$ cat src/rtl/z80_bus_responder.sv
// Z80 bus target: serves a RAM window with programmable wait states, a 4-register
// I/O block (scratch, vector, cycle counter, status) and interrupt-acknowledge vector fetches.
module z80_bus_responder #(
  parameter logic [15:0] MEM_BASE    = 16'h0000,
  parameter int          MEM_AW      = 8,
  parameter int          WAIT_STATES = 1,
  parameter logic [7:0]  IO_BASE     = 8'h40,
  parameter logic [7:0]  INT_VECTOR  = 8'hFF
) (
  input  logic        clk,
  input  logic        rst_n,
  input  logic [15:0] addr,
  input  logic [7:0]  dout_cpu,
  input  logic        mreq_n,
  input  logic        iorq_n,
  input  logic        rd_n,
  input  logic        wr_n,
  input  logic        m1_n,
  input  logic        rfsh_n,
  output logic [7:0]  din_cpu,
  output logic        din_oe,
  output logic        wait_n,
  output logic        irq_n,
  input  logic        irq_src
);

  localparam int         MEM_DEPTH = 1 << MEM_AW;
  localparam logic [2:0] WS        = 3'(WAIT_STATES);

  typedef enum logic [2:0] {
    S_IDLE, S_MWAIT, S_MRD, S_MWR, S_IORD, S_IOWR, S_INTA, S_DONE
  } state_t;

  state_t            r_state;
  state_t            w_state_next;
  logic              r_armed;
  logic [MEM_AW-1:0] r_maddr;
  logic              r_is_rd;
  logic [2:0]        r_cnt;
  logic [1:0]        r_port;
  logic [7:0]        r_io_rdata;
  logic [7:0]        r_scratch;
  logic [7:0]        r_vector;
  logic [7:0]        r_cyc;
  logic              r_pending;
  logic              r_irq_prev;
  logic [7:0]        r_ram_rdata;
  logic [7:0]        r_mem [MEM_DEPTH];

  logic [15:0] w_offset;
  logic        w_in_win;
  logic        w_mem_hit;
  logic        w_io_hit;
  logic        w_inta;
  logic        w_strobe;
  logic        w_start_inta;
  logic        w_start_mem;
  logic        w_start_io;
  logic        w_io_wr;
  logic        w_irq_clr;
  logic        w_irq_rise;
  logic [7:0]  w_io_mux;

  assign w_offset  = addr - MEM_BASE;
  assign w_in_win  = {1'b0, w_offset} < 17'(MEM_DEPTH);
  assign w_mem_hit = !mreq_n & rfsh_n & w_in_win;
  assign w_io_hit  = !iorq_n & m1_n & (addr[7:2] == IO_BASE[7:2]);
  assign w_inta    = !iorq_n & !m1_n;
  assign w_strobe  = !rd_n | !wr_n;

  // r_armed blocks a strobe that was already low when IDLE was (re)entered.
  assign w_start_inta = (r_state == S_IDLE) & r_armed & w_inta;
  assign w_start_mem  = (r_state == S_IDLE) & r_armed & !w_inta & w_mem_hit & w_strobe;
  assign w_start_io   = (r_state == S_IDLE) & r_armed & !w_inta & !w_mem_hit & w_io_hit & w_strobe;

  assign w_io_wr    = (r_state == S_IOWR);
  assign w_irq_rise = irq_src & !r_irq_prev;
  assign w_irq_clr  = w_start_inta | (w_io_wr & (r_port == 2'd3) & dout_cpu[0]);
  assign irq_n      = !r_pending;

  always_comb begin
    w_io_mux = 8'h00;
    case (addr[1:0])
      2'd0:    w_io_mux = r_scratch;
      2'd1:    w_io_mux = r_vector;
      2'd2:    w_io_mux = r_cyc;
      default: w_io_mux = {7'b0, r_pending};
    endcase
  end

  always_comb begin
    w_state_next = r_state;
    din_cpu      = 8'h00;
    din_oe       = 1'b0;
    wait_n       = !((r_state == S_MWAIT) && (r_cnt != 3'd0));
    case (r_state)
      S_IDLE: begin
        if (w_start_inta)     w_state_next = S_INTA;
        else if (w_start_mem) w_state_next = S_MWAIT;
        else if (w_start_io)  w_state_next = !rd_n ? S_IORD : S_IOWR;
      end
      S_MWAIT: if (r_cnt == 3'd0) w_state_next = r_is_rd ? S_MRD : S_MWR;
      S_MRD: begin
        din_cpu = r_ram_rdata;
        din_oe  = 1'b1;
        if (rd_n | mreq_n) w_state_next = S_DONE;
      end
      S_MWR: w_state_next = S_DONE;
      S_IORD: begin
        din_cpu = r_io_rdata;
        din_oe  = 1'b1;
        if (rd_n | iorq_n) w_state_next = S_DONE;
      end
      S_IOWR: w_state_next = S_DONE;
      S_INTA: begin
        din_cpu = r_vector;
        din_oe  = 1'b1;
        if (iorq_n) w_state_next = S_DONE;
      end
      S_DONE: if (mreq_n & iorq_n) w_state_next = S_IDLE;
      default: w_state_next = S_IDLE;
    endcase
  end

  always_ff @(posedge clk or negedge rst_n) begin
    if (!rst_n) begin
      r_state    <= S_IDLE;
      r_armed    <= 1'b0;
      r_maddr    <= '0;
      r_is_rd    <= 1'b0;
      r_cnt      <= 3'd0;
      r_port     <= 2'd0;
      r_io_rdata <= 8'h00;
      r_scratch  <= 8'h00;
      r_vector   <= INT_VECTOR;
      r_cyc      <= 8'h00;
      r_pending  <= 1'b0;
      r_irq_prev <= 1'b0;
    end else begin
      r_state    <= w_state_next;
      r_armed    <= (mreq_n & iorq_n) | (r_armed & (r_state == S_IDLE) & (w_state_next == S_IDLE));
      r_irq_prev <= irq_src;
      // A new edge wins over a coincident clear so no interrupt is lost.
      if (w_irq_rise)     r_pending <= 1'b1;
      else if (w_irq_clr) r_pending <= 1'b0;
      if (w_io_wr && r_port == 2'd2) r_cyc <= 8'h00;
      else                           r_cyc <= r_cyc + 8'd1;
      if (w_io_wr && r_port == 2'd0) r_scratch <= dout_cpu;
      if (w_io_wr && r_port == 2'd1) r_vector  <= dout_cpu;
      if (w_start_mem) begin
        r_maddr <= w_offset[MEM_AW-1:0];
        r_is_rd <= !rd_n;
        r_cnt   <= WS;
      end else if (r_state == S_MWAIT && r_cnt != 3'd0) begin
        r_cnt <= r_cnt - 3'd1;
      end
      if (w_start_io) begin
        r_port     <= addr[1:0];
        r_io_rdata <= w_io_mux;
      end
    end
  end

  always_ff @(posedge clk) begin
    if (r_state == S_MWR) r_mem[r_maddr] <= dout_cpu;
    if (w_start_mem)      r_ram_rdata    <= r_mem[w_offset[MEM_AW-1:0]];
  end

endmodule

$ cat config.mk
export PLATFORM = sky130hd
export DESIGN_NAME = z80_bus_responder
export DESIGN_NICKNAME = d
export VERILOG_FILES = /design/src/rtl/z80_bus_responder.sv
export SDC_FILE = /design/constraint.sdc
export NUM_CORES = 2
export LEC_CHECK = 0
export ABC_CLOCK_PERIOD_IN_PS = 2990
export CAP_MARGIN = 20
export CORE_MARGIN = 5
export CORE_UTILIZATION = 40
export CTS_BUF_LIST = sky130_fd_sc_hd__clkbuf_16
export CTS_CLUSTER_DIAMETER = 40
export DETAILED_ROUTE_END_ITERATION = 10
export PLACE_DENSITY = 0.6
export SLEW_MARGIN = 20
export SYNTH_ARGS = -nofsm -noshare
export SYNTH_HDL_FRONTEND = slang
export SYNTH_SLANG_ARGS = --single-unit
$ cat constraint.sdc
create_clock -name clk -period 2.99 [get_ports clk]
set_input_delay 0.598 -clock clk [delete_from_list [all_inputs] [get_ports clk]]
set_output_delay 0.598 -clock clk [all_outputs]
set_load 0.01 [all_outputs]
==> results.yml <==
sta:
  fmax_ghz: 0.3444
  timing.final.crit_share_pct: 97.10
  slew_headroom_pct: 28.47
  holdWs_ps: 196.8
  fin_ws_ps: 86.64
  max_slew.worst_pin.slew_ps: 1073
  drv_slew: 0
  skew_ps: 60.58
  hold_viol: 0
  fin_setup_tns_ps: 0
  setup_viol: 0
  period_needed_ps: 2903
critical_path:
  cp_top_family: "flip-flops"
  cp.required_ps: 2390
  crit_chain: "mux2_2, a22oi_1, nor2_1, dlygate4sd2_1"
  critPathCaptureType: "primary output"
  cp_slowest_stage_delay_ps: 570
  cp_slowest_cell: "edfxtp_1"
  cp.arrival_ps: 2310
  critPathMaxFanout: 1
  r2r_start: "r_mem[19][5]"
  path_buf_inv: 1
  critPathKind: "flip-flop to primary output"
  crit_start: "r_ram_rdata[2]"
  crit_path_start_kind: "flip-flop"
hold_path:
  holdCritPathClass: "primary input to flip-flop"
  min-delay-start: "irq_src"
floorplanning:
  die_x_um: 463.6
  io_pins: 44
  die_h_um: 463.6
  fp-row-count: 166
  initial_utilization_pct: 40.19
  dieArea_sq_um: 214900
  core_sq_um: 204800
drt:
  routed_wl_mm: 228.6
  dr.pass1.iters: 5
  route.met3.wl_mm: 18.83
  first_iter_violations: 5099
  ant_nets: 0
  met2_length_mm: 108.5
  routed.top_layer: "met5"
  drcViolationCount: 0
  wl_met1_mm: 92.84
  dr_total_vias: 43750
  routed_via_density: 5.712
  routedWlPerCell_um: 29.85
layout:
  drive_above_1_share_pct: 38.34
  final_core_utilization_pct: 50.06
  ff_latch_area_sq_um: 63050
  nets: 4767
  instances_no_fill: 7660
  num-fill-cells: 16270
  area_growth_pct: 24.56
  multi_input_area_sq_um: 18110
yosys:
  ys_types: 68
  synth_area_sq_um: 82310
  synthesis.nets: 3874
  yosys.area_share.xor_xnor_pct: 0.08513
  syn_avg_cell_area_sq_um: 21.45
  synth-edff-count: 2056
  synth_fa_ha_area_share_pct: 0.04560
  synthFlopType: "edfxtp_1"
  ys_ff_latch: 2108
  syn_inst: 3838
  yosysWarnings: 0
  synth_compound_area_share_pct: 1.809
  ys_async_sr_fraction_pct: 2.467
  synthMuxAreaShare_pct: 16.81
  synth_top_family_by_area: "multiplexers"
  yosys.area_share.simple_pct: 3.156
  yosysSeqAreaShare_pct: 76.60
pwr:
  p_leak_nw: 34.22
  cellPowerDensity_nw_per_um2: 722.1
  ir_drop_uv: 508.6
cts:
  cts_sinks: 2108
  clk_pin_slew_ps: 60
  cts-root-buf: "clkbuf_16"
  cts_tree: "built"
  cts_buffers: 318
  clock_path_buffers: 4
  clk_latency_ps: 930
  cts.htree.levels: 5
place:
  dp_slack_ps: -863.1
  place_hpwl_mm: 147.1
  gp_congestion: 0.8404
  place_inst: 7090
  portBuffers: 43
run_status:
  status: "complete, no violations"
global_route:
  grt_max_degree: 133
  grt_pass1_wl_mm: 327.8
  antenna_found_initial: 8
  grt_overflow: 0
  grt_util_all_layers_pct: 21.04
  grt_pass1_vias: 44360
job:
  maxCapViolCount: 0
what timing repair did:
| item | in CTS | in global routing |
|---|---|---|
| gates resized for setup | 16 | 5 |
| buffers inserted | 4 | 2 |
| pin swaps | 0 | 1 |
| hold endpoints to repair | 18 | 0 |
| gates cloned | 1 | 0 |
| endpoints found under the setup margin | 10 | 3 |
| hold buffers | 1 | 0 |
registers in the layout, indices dropped and copies added, names as in the netlist, 3 cells and up:
register,flops
r_mem,2048
r_cyc,8
r_io_rdata,8
r_maddr,8
r_ram_rdata,8
r_scratch,8
r_vector,8
r_cnt,3
r_state,3
synthesized netlist by cell type, drive strengths merged (7+ instances only):
cell    count  area, sq um
mux2       35        394.1
nor2b      25        156.4
nor2      322         1209
mux2i      85        850.8
dfstp       8        210.2
mux4      559        12590
a211oi     12        90.09
nand4      19        118.9
edfxtp   2056        61740
nand3b      9        67.56
a22oi      71        533.0
clkbuf     99        371.6
buf       130        818.3
nand2      88        330.3
inv        11        41.29
and2        7        43.79
dfrtp      44         1101
nor4        7        43.79
a21oi      27        135.1
o22ai      18        112.6
nor3       15        75.07
nand3      57        285.3
o21ai      32        160.2
a221oi      7        61.31
through the flow:
| stage | area, sq um | total power (W) |
|---|---|---|
| CTS | 102500 | 0.07455 |
| detailed placement | 91760 | 0.03766 |
| finish | 102500 | 0.07403 |
| global route | 102500 | 0.07622 |
| global placement | 91760 | 0.03761 |
| floorplan | 82310 | 0.03533 |
worst paths after layout:
kind                             endpoint  slack, ps  cells past startpoint
setup / recovery               din_cpu[2]         90                      4
setup reg to reg           r_ram_rdata[5]        190                      7
hold reg to reg                 r_pending        440                      1
min in group asynchronous         r_is_rd        270                      2
max in group asynchronous       r_port[1]       2000                      3
hold / removal                 r_irq_prev        200                      1
power by group:
group | internal, W | switching [W] | total [W] | leakage [nW]
Clock | 0.0232 | 0.0137 | 0.0369 | 5.22
Sequential | 0.0326 | 0.0000920 | 0.0327 | 19.1
Combinational | 0.00189 | 0.00254 | 0.00443 | 9.88
Total | 0.0577 | 0.0163 | 0.0740 | 34.2
layout by cell type (no fill, tap or decap), types with 30 or more instances in the layout:
cell,synthesis,routed
a22oi_1,71,69
buf_12,0,92
buf_4,38,663
bufinv_16,0,38
clkbuf_16,0,323
clkinv_2,0,30
clkinv_4,0,36
clkinvlp_4,0,36
dfrtp_1,44,44
edfxtp_1,2056,2056
inv_1,9,37
inv_6,0,36
mux2_2,32,30
mux2i_1,85,85
mux4_2,559,559
nand2_1,88,88
nand3_1,57,56
nor2_1,322,321
o21ai_0,31,31
routing by layer:
metal	vias to the layer above	track usage, %
met3	433	3.938
met1	23300	29.57
met5	-	0
met4	2	7.401
li1	17910	-
met2	2102	33.22
area by class of cell:
type	instances	area share, %
inverter	11	0.04149
tap	2688	3.280
antenna	1	0.002441
clock buffer	323	7.884
sequential	2108	61.50
multi-input combinational	1491	17.66
clock inverter	237	2.501
timing repair buffer	801	7.133
cell families (layout without fill, tap and decap cells):
| family | Yosys count | after routing |
|---|---|---|
| AOI/OAI and AO/OA | 215 | 215 |
| xor gates and xnor gates | 8 | 8 |
| adders and majority gates | 3 | 3 |
| buffers and inverters | 240 | 1372 |
| DFF | 2108 | 2108 |
| muxes | 679 | 679 |
| other | 0 | 1 |
| and+or+nand+nor | 585 | 586 |
worst register-to-register path, cell delays in order (launching register included):
cell	delay, ps
edfxtp_1	370
mux4_2	530
mux4_2	520
mux2i_1	300
buf_4	180
a211oi_1	200
buf_4	210
a211o_1	290
No activity file was read; power rests on OpenSTA's default activity.
